[src/rtl/ps2_byte_rx.sv]
// PS/2 device-to-host frame receiver: synchronises and deglitches the raw lines,
// then assembles 11-bit frames into bytes with parity/stop/timeout checking.
module ps2_byte_rx #(
  parameter int unsigned FILTER_LEN     = 4,
  parameter int unsigned TIMEOUT_CYCLES = 100000
) (
  input  logic       clk,
  input  logic       reset,
  input  logic       ps2_clk,
  input  logic       ps2_data,
  output logic [7:0] out_byte,
  output logic       byte_valid,
  output logic       parity_err,
  output logic       frame_err
);

  localparam int unsigned FiltW = (FILTER_LEN > 1) ? $clog2(FILTER_LEN) : 1;
  localparam int unsigned ToW   = $clog2(TIMEOUT_CYCLES) + 1;
  localparam logic [FiltW-1:0] FiltMax = FiltW'(FILTER_LEN - 1);
  localparam logic [ToW-1:0]   ToMax   = ToW'(TIMEOUT_CYCLES - 1);

  typedef enum logic [1:0] {StIdle, StData, StParity, StStop} state_e;

  logic             clk_meta_q, clk_sync_q;
  logic             data_meta_q, data_sync_q;
  logic             filt_clk_q, filt_prev_q;
  logic [FiltW-1:0] filt_cnt_q;
  logic             fe, sd;

  state_e           state_q;
  logic [2:0]       bit_cnt_q;
  logic [ToW-1:0]   to_cnt_q;
  logic [7:0]       shreg_q;
  logic             parity_q;

  // Lines idle high, so the synchronisers reset to 1 to avoid a spurious edge.
  always_ff @(posedge clk) begin
    if (reset) begin
      clk_meta_q  <= 1'b1;
      clk_sync_q  <= 1'b1;
      data_meta_q <= 1'b1;
      data_sync_q <= 1'b1;
    end else begin
      clk_meta_q  <= ps2_clk;
      clk_sync_q  <= clk_meta_q;
      data_meta_q <= ps2_data;
      data_sync_q <= data_meta_q;
    end
  end

  // Filtered clock flips only after FILTER_LEN consecutive differing samples.
  always_ff @(posedge clk) begin
    if (reset) begin
      filt_clk_q  <= 1'b1;
      filt_prev_q <= 1'b1;
      filt_cnt_q  <= '0;
    end else begin
      filt_prev_q <= filt_clk_q;
      if (clk_sync_q == filt_clk_q) begin
        filt_cnt_q <= '0;
      end else if (filt_cnt_q == FiltMax) begin
        filt_clk_q <= clk_sync_q;
        filt_cnt_q <= '0;
      end else begin
        filt_cnt_q <= filt_cnt_q + FiltW'(1);
      end
    end
  end

  assign fe = filt_prev_q & ~filt_clk_q;
  assign sd = data_sync_q;

  always_ff @(posedge clk) begin
    if (reset) begin
      state_q    <= StIdle;
      bit_cnt_q  <= '0;
      to_cnt_q   <= '0;
      shreg_q    <= '0;
      parity_q   <= 1'b0;
      out_byte   <= 8'h00;
      byte_valid <= 1'b0;
      parity_err <= 1'b0;
      frame_err  <= 1'b0;
    end else begin
      byte_valid <= 1'b0;
      parity_err <= 1'b0;
      frame_err  <= 1'b0;
      // Timeout takes priority over a coincident falling edge.
      if (state_q != StIdle && to_cnt_q == ToMax) begin
        frame_err <= 1'b1;
        state_q   <= StIdle;
        bit_cnt_q <= '0;
        to_cnt_q  <= '0;
        shreg_q   <= '0;
      end else begin
        if (state_q == StIdle || fe) begin
          to_cnt_q <= '0;
        end else begin
          to_cnt_q <= to_cnt_q + ToW'(1);
        end
        if (fe) begin
          unique case (state_q)
            StIdle: begin
              if (!sd) begin
                state_q   <= StData;
                bit_cnt_q <= '0;
              end
            end
            StData: begin
              shreg_q   <= {sd, shreg_q[7:1]};
              bit_cnt_q <= bit_cnt_q + 3'd1;
              if (bit_cnt_q == 3'd7) begin
                state_q <= StParity;
              end
            end
            StParity: begin
              parity_q <= sd;
              state_q  <= StStop;
            end
            StStop: begin
              state_q <= StIdle;
              if (!sd) begin
                frame_err <= 1'b1;
              end else if ((^shreg_q ^ parity_q) == 1'b1) begin
                out_byte   <= shreg_q;
                byte_valid <= 1'b1;
              end else begin
                parity_err <= 1'b1;
              end
            end
            default: state_q <= StIdle;
          endcase
        end
      end
    end
  end

endmodule

[config.mk]
export PLATFORM = sky130hd
export DESIGN_NAME = ps2_byte_rx
export DESIGN_NICKNAME = d
export VERILOG_FILES = /design/src/rtl/ps2_byte_rx.sv
export SDC_FILE = /design/constraint.sdc
export NUM_CORES = 1
export LEC_CHECK = 0
export ABC_AREA = 1
export BUFFER_PORTS_ARGS = -buffer_cell sky130_fd_sc_hd__buf_2
export CAP_MARGIN = 10
export CORE_MARGIN = 5
export CORE_UTILIZATION = 30
export CTS_CLUSTER_SIZE = 30
export DETAILED_ROUTE_END_ITERATION = 10
export GPL_TIMING_DRIVEN = 0
export MAX_ROUTING_LAYER = met4
export PLACE_DENSITY_LB_ADDON = 0.2
export SLEW_MARGIN = 40
export SYNTH_ARGS = -nofsm -noshare
export SYNTH_HDL_FRONTEND = slang
export SYNTH_SLANG_ARGS = --single-unit
[constraint.sdc]
create_clock -name clk -period 2.3 [get_ports clk]
set_clock_uncertainty 0.05 [all_clocks]
set_input_delay 0.23 -clock clk [delete_from_list [all_inputs] [get_ports clk]]
set_output_delay 0.23 -clock clk [all_outputs]
set_load 0.02 [all_outputs]
==> results of run 1 <==
-- cells by family (layout without fill, tap and decap cells) --
| group | after synthesis | count (layout) | synth area share (%) |
|---|---|---|---|
| and+or+nand+nor | 163 | 163 | 33.8 |
| DFF | 51 | 51 | 43.7 |
| buffers and inverters | 35 | 57 | 5.89 |
| AOI/OAI and AO/OA | 31 | 31 | 6.91 |
| xor gates and xnor gates | 13 | 13 | 4.87 |
| adders and majority gates | 9 | 9 | 4.82 |
-- state kept, by name (all words and copies together) (netlist names) --
signal       count
filt_prev_q      1
to_cnt_q        18
data_meta_q      1
byte_valid       1
frame_err        1
shreg_q          8
clk_meta_q       1
state_q          2
parity_q         1
clk_sync_q       1
filt_clk_q       1
filt_cnt_q       2
out_byte         8
bit_cnt_q        3
data_sync_q      1
parity_err       1
-- power by group through the flow --
stage                     combinational (mW)  clock (mW)  sequential [mW]
after floorplan                       0.0140           0            0.909
after global placement                0.0216           0            0.909
after detailed placement              0.0220           0            0.909
after CTS                             0.0219       0.670            0.889
after global routing                  0.0254       0.697            0.889
final                                 0.0213       0.640            0.888
-- worst register-to-register path, cell delays in order, from the launching register on --
cell and delay [ns]:
dfxtp_1 0.39, inv_1 0.10, ha_1 0.26, nor2_1 0.12, nand2_1 0.06, nor2_1 0.11, nand3_2 0.19, nand2_1 0.20
buf_2 0.25, nor2_1 0.07
-- layout make-up --
class	instances	area, um2
multi-input cells	216	1180
clock buffers	6	82.6
flip-flops and latches	51	1020
plain buffers	5	25.0
inverters	30	113
fillers	819	5000
repair buffers	14	70.1
clock inverters	2	35.0
well taps	102	128
-- through the flow --
step / util [%] / std cells
2_1_floorplan: - / 302
3_3_place_gp: 33.1 / 418
3_5_place_dp: 33.1 / 418
4_1_cts: 34.7 / 426
5_1_grt: 34.7 / 426
6_report: 34.7 / 426
-- path summary, 6_finish.rpt --
kind	start	to	slack, ns
worst max-delay path	state_q[0]	bit_cnt_q[0]	0.41
worst max register to register	state_q[0]	bit_cnt_q[0]	0.41
worst min-delay path	ps2_clk	clk_meta_q	0.06
worst min register to register	clk_meta_q	clk_sync_q	0.37
-- metal layers --
metal,part of all wire (%),vias to the layer above
li1,-,1011
met1,52,833
met2,42,16
met3,4.0,6
met4,1.2,0
met5,0,-
-- cells in the final DEF (no fill, tap or decap), types with 3 or more instances in the layout --
cell	n
ha_1	9
nor3_1	3
o21ai_0	6
or2_2	5
xnor2_1	5
inv_1	29
nand4_1	10
dfxtp_1	51
nor2_1	48
buf_2	16
xor2_1	8
a21oi_1	22
nand3_1	21
clkbuf_8	6
nand2_1	61
==> metrics.cfg, run 1 <==
[outcome]
status = complete, no violations

[cts]
cts_tree = yes
cts.sinks = 51
clockBufferDepth = 2
root_buffer = clkbuf_8
postCtsSetupBuffers = 0
insertion_delay_ns = 0.30
numCtsBuffers = 5
ctsResizeCount = 0
ctsHoldBuffers = 0
cts_htree_levels = 2
path_clk_slew_ns = 0.09

[final_layout]
syn_to_final_growth_pct = 13.5
layout-drive-gt1-share_pct = 13.9
nets = 336
postLayoutCellArea_mm2 = 0.00265
antenna_cells = 0

[hold_path]
hold_path_class = in -> reg
holdPathStages = 2

[pwr]
pwr-share-comb_pct = 1.4
clkPwrFrac_pct = 41.3
irDropWorstVdd_mv = 0.234
seq_power_share_pct = 57.3
power_density_mw_per_mm2 = 585
swShare_pct = 19.6
internal_power_mw = 1.25
switchingPower_mw = 0.304
p_total_mw = 1.55
leakagePower_nw = 1.04

[synthesis]
synth.distinct_cells = 31
async_flop_share_pct = 0
synth_area_leaders = dfxtp_1, nand2_1, nor2_1
ys_warn_count = 0
syn_avg_cell_area_um2 = 7.74
seq_area_frac_synth_pct = 43.7
ys_top_cells_by_count = nand2_1, dfxtp_1, nor2_1
synth_top_flop_cell = dfxtp_1
yosysTopAreaCellShare_pct = 43.7
syn_area_mm2 = 0.00234
synth_cells = 302
synth_top_cell_by_area = dfxtp_1
synth_most_common_cell = nand2_1
synth-seq-cells = 51
synth-edff-count = 0
syn-num-nets = 315

[setup_path]
crit_path_end_kind = flip-flop
critical_path_class = reg -> reg
cp_max_fo = 10
ff2ff_path_depth = 9
cp_num_buf_inv = 2
critPathLaunchType = flip-flop
crit_slowest_cell = dfxtp_1
slowest_delay_ns = 0.39
arrival_ns = 2.03
cpMostUsedCell = nor2_1
path_depth = 9
cp_cell_sequence = inv_1 > ha_1 > nor2_1 > nand2_1 > nor2_1 > nand3_2 > nand2_1 > buf_2 > nor2_1
critPathRequiredTime_ns = 2.44
critPathTopFamily = simple AND/OR/NAND/NOR gates

[timing]
slew_viol_final = 0
finalCritPeriodShare_pct = 82.1
maxSlewHeadroom_pct = 70.2
fin_hold_ws_ns = 0.0565
fin_ws_ns = 0.412
hold_violations = 0
rsz0062_at_grt = no
max_freq_mhz = 530
tightest_slew_ns = 0.443
tns_ns = 0
setup_viol = 0
period_needed_ns = 1.89

[drt]
vias = 1866
vias_per_cell = 4.38
drc = 0
ant_nets = 0
wire_per_inst_um = 10.0
drtIter0Drc = 58
dr.pass1.iters = 4
wirelength_mm = 4.28

[placed_design]
dp_slack_ns = 0.373
dp.final_hpwl_mm = 3.29
globalplace.congestion = 0.804
place_area_mm2 = 0.00253
io_buffers = 14

[floorplanning]
core_area_mm2 = 0.00765
rows = 32
dieWidth_um = 98.2
start_util_pct = 30.5
dieArea_mm2 = 0.00965
die_h_um = 98.2
io_pins = 15

[grt]
antenna_found_initial = 0
grt_max_degree = 16
grt_usage_pct = 9.90
met1_usage_pct = 13.4
first_global_vias = 1755
met3_usage_pct = 2.71
grt-busiest-layer = met2
overflow = 0
grt_pass1_wl_mm = 7.89
use_met2_pct = 14.5

[job]
drv_cap = 0

Note: power is estimated with default switching activity, not from simulation.
==> inputs of run 2 (changes only) <==
Settings changed: ABC_AREA 1 to 0.
Clock period 2.3 ns to 1.6 ns, I/O delays scaled along.
==> run 2 against run 1 <==
Effect of this change:
- the run now ends with setup timing left
- sequential share of layout area down 4.2 points
- critical path depth down 3
- fmax up 6.0%
- hold slack better by 0.14 ns
- non-clock buffer count up 26
- total power up 47%
- clock-buffer cell count down 1
- synthesized cell count down 23%
- final cell count down 12%
- worst setup slack worse by 0.59 ns
- sequential cell count unchanged
- highest routed layer unchanged
==> metrics.cfg, run 2 <==
[outcome]
status = complete, but fails checks
violations = setup timing

[final_layout]
multiInputGateArea_mm2 = 0.00133
layout-drive-gt1-share_pct = 38.5
antenna_cells = 0
n_fill_cell = 709
ff_latch_area_mm2 = 0.00103
nets = 290
syn_to_final_growth_pct = 37.4
largest_reg_flops = 18
largestRegisters = to_cnt_q (18), out_byte (8), shreg_q (8)
final_common_cell = dfxtp_1
largest-register = to_cnt_q
utilization_pct = 42.0
instances_no_fill = 377
final_cell_mix = dfxtp_1, nand2_1, buf_2

[pwr]
power_density_mw_per_mm2 = 753
irDropWorstVdd_mv = 0.302
leakagePower_nw = 1.06

[job]
drv_cap = 0

[synthesis]
synth-seq-cells = 51
yosysTopAreaCellShare_pct = 46.5
ys_warn_count = 0
ys_top_cells_by_count = dfxtp_1, nor2_1, nand2_1
syn_avg_cell_area_um2 = 9.46
synth_most_common_cell = dfxtp_1
synth-edff-count = 0
synth_top_flop_cell = dfxtp_1
synth_area_leaders = dfxtp_1, ha_1, nor2_1
async_flop_share_pct = 0
syn-num-nets = 245
syn_area_mm2 = 0.00220
seq_area_frac_synth_pct = 46.5
synth_cells = 232
synth.distinct_cells = 36
synth_top_cell_by_area = dfxtp_1

[setup_path]
critical_path_class = reg -> reg
cp_max_fo = 4
critPathTopFamily = simple AND/OR/NAND/NOR gates
critPathRequiredTime_ns = 1.74
r2r_slack_ns = -0.18
crit_slowest_cell = nor4_2
path_depth = 6
arrival_ns = 1.92
crit_path_end_kind = flip-flop
cp_num_buf_inv = 1
ff2ff_path_depth = 6
slowest_delay_ns = 0.37
cp_cell_sequence = nor4_2 > nand4_1 > buf_4 > o211ai_1 > mux2i_1 > nor2_1
critPathLaunchType = flip-flop

[floorplanning]
core_area_mm2 = 0.00718
rows = 31
io_pins = 15
start_util_pct = 30.6
dieArea_mm2 = 0.00913
dieWidth_um = 95.6
die_h_um = 95.6

[placed_design]
io_buffers = 14
globalplace.congestion = 0.712
placed_cells = 345
dp.final_hpwl_mm = 2.85

[timing]
maxSlewHeadroom_pct = 68.2
hold_violations = 0
fin_ws_ns = -0.182
tightest_slew_ns = 0.477
max_freq_mhz = 561
finalCritPeriodShare_pct = 111
period_needed_ns = 1.78
setup_viol = 42
slew_viol_final = 0
rsz0062_at_grt = yes

[drt]
drtIter0Drc = 41
ant_nets = 0
vias = 1691
drc = 0
wirelength_mm = 4.55
wire_per_inst_um = 12.1
vias_per_cell = 4.49
dr.pass1.iters = 4

[grt]
first_global_vias = 1695
overflow = 0
grt_max_degree = 18
grt_usage_pct = 11.5
antenna_found_initial = 0
grt_pass1_wl_mm = 8.01

[hold_path]
holdPathStages = 3
hold_path_class = in -> reg

[cts]
cts.sinks = 51
cts_tree = yes
insertion_delay_ns = 0.31
path_clk_slew_ns = 0.11
clockBufferDepth = 2
root_buffer = clkbuf_8
cts_htree_levels = 2
numCtsBuffers = 5

## run 2: changes by cell type after synthesis, sizes merged, moves of 10 or more
cell	previous run	this run
nand2	65	18
mux2i	0	10
nor2	51	29
a21oi	22	9
inv	30	6
nand3	24	11
nand2b	0	13
## run 2: routing by layer
| metal | share of wire (%) | vias up | GRT usage (%) |
|---|---|---|---|
| met5 | 0 | - | - |
| met4 | 1.7 | 0 | 4.27 |
| met3 | 3.1 | 6 | 2.45 |
| met2 | 47 | 17 | 18.2 |
| met1 | 49 | 799 | 14.3 |
| li1 | - | 869 | - |
## run 2: kinds of logic after synthesis
| group | Yosys count | share of synthesized area [%] |
|---|---|---|
| adders and majority gates | 9 | 5.13 |
| DFF | 51 | 46.5 |
| AOI/OAI and AO/OA | 19 | 5.53 |
| and+or+nand+nor | 106 | 25.4 |
| buffers and inverters | 13 | 2.74 |
| muxes | 10 | 4.56 |
| xor gates and xnor gates | 24 | 10.2 |
## run 2: area by class of cell
cell class,instances,area share (%)
multi-input combinational,168,44.0
sequential,51,34.3
timing repair buffer,39,11.1
tap,99,4.11
clock buffer,5,2.28
buffer,6,1.82
clock inverter,3,1.53
inverter,6,0.830
## run 2: path summary, 6_finish.rpt
path                               endpoint         start
worst max register to register     parity_q  to_cnt_q[13]
worst min-delay path            out_byte[5]         reset
worst max-delay path               parity_q  to_cnt_q[13]
worst min register to register  data_sync_q   data_meta_q
## run 2: worst reg2reg max path, cell delays in order (launching register included)
cell and delay, ns:
dfxtp_1 0.36, nor4_2 0.37, nand4_1 0.24, buf_4 0.19, o211ai_1 0.21, mux2i_1 0.21, nor2_1 0.05
## run 2: through the flow
| stage | hold slack [ns] | instance area, um2 | setup TNS [ns] | power [mW] | worst slack, ns |
|---|---|---|---|---|---|
| 6_report | 0.194 | 3020 | -4.36 | 2.27 | -0.182 |
| 4_1_cts | 0.189 | 2870 | -5.19 | 2.30 | -0.193 |
| 2_1_floorplan | 0.214 | 2240 | -4.07 | 1.33 | -0.159 |
| 3_5_place_dp | 0.297 | 2440 | -14.85 | 1.34 | -0.454 |
| 3_3_place_gp | 0.296 | 2440 | -14.96 | 1.34 | -0.472 |
| 5_1_grt | 0.211 | 3020 | -9.62 | 2.37 | -0.293 |
## run 2: timing repair
| item | 4_1_cts | 5_1_grt |
|---|---|---|
| hold endpoints to repair | 2 | 0 |
| gates cloned | 1 | 1 |
| gates resized for setup | 35 | 30 |
| buffers inserted | 17 | 5 |
| pin swaps | 19 | 6 |
| hold buffers | 2 | 0 |
| endpoints found under the setup margin | 43 | 43 |
## run 2: where the power goes
part / switching [mW] / internal, mW
Sequential: 0.00311 / 1.27
Clock: 0.455 / 0.472
Combinational: 0.0298 / 0.0391
Total: 0.488 / 1.78
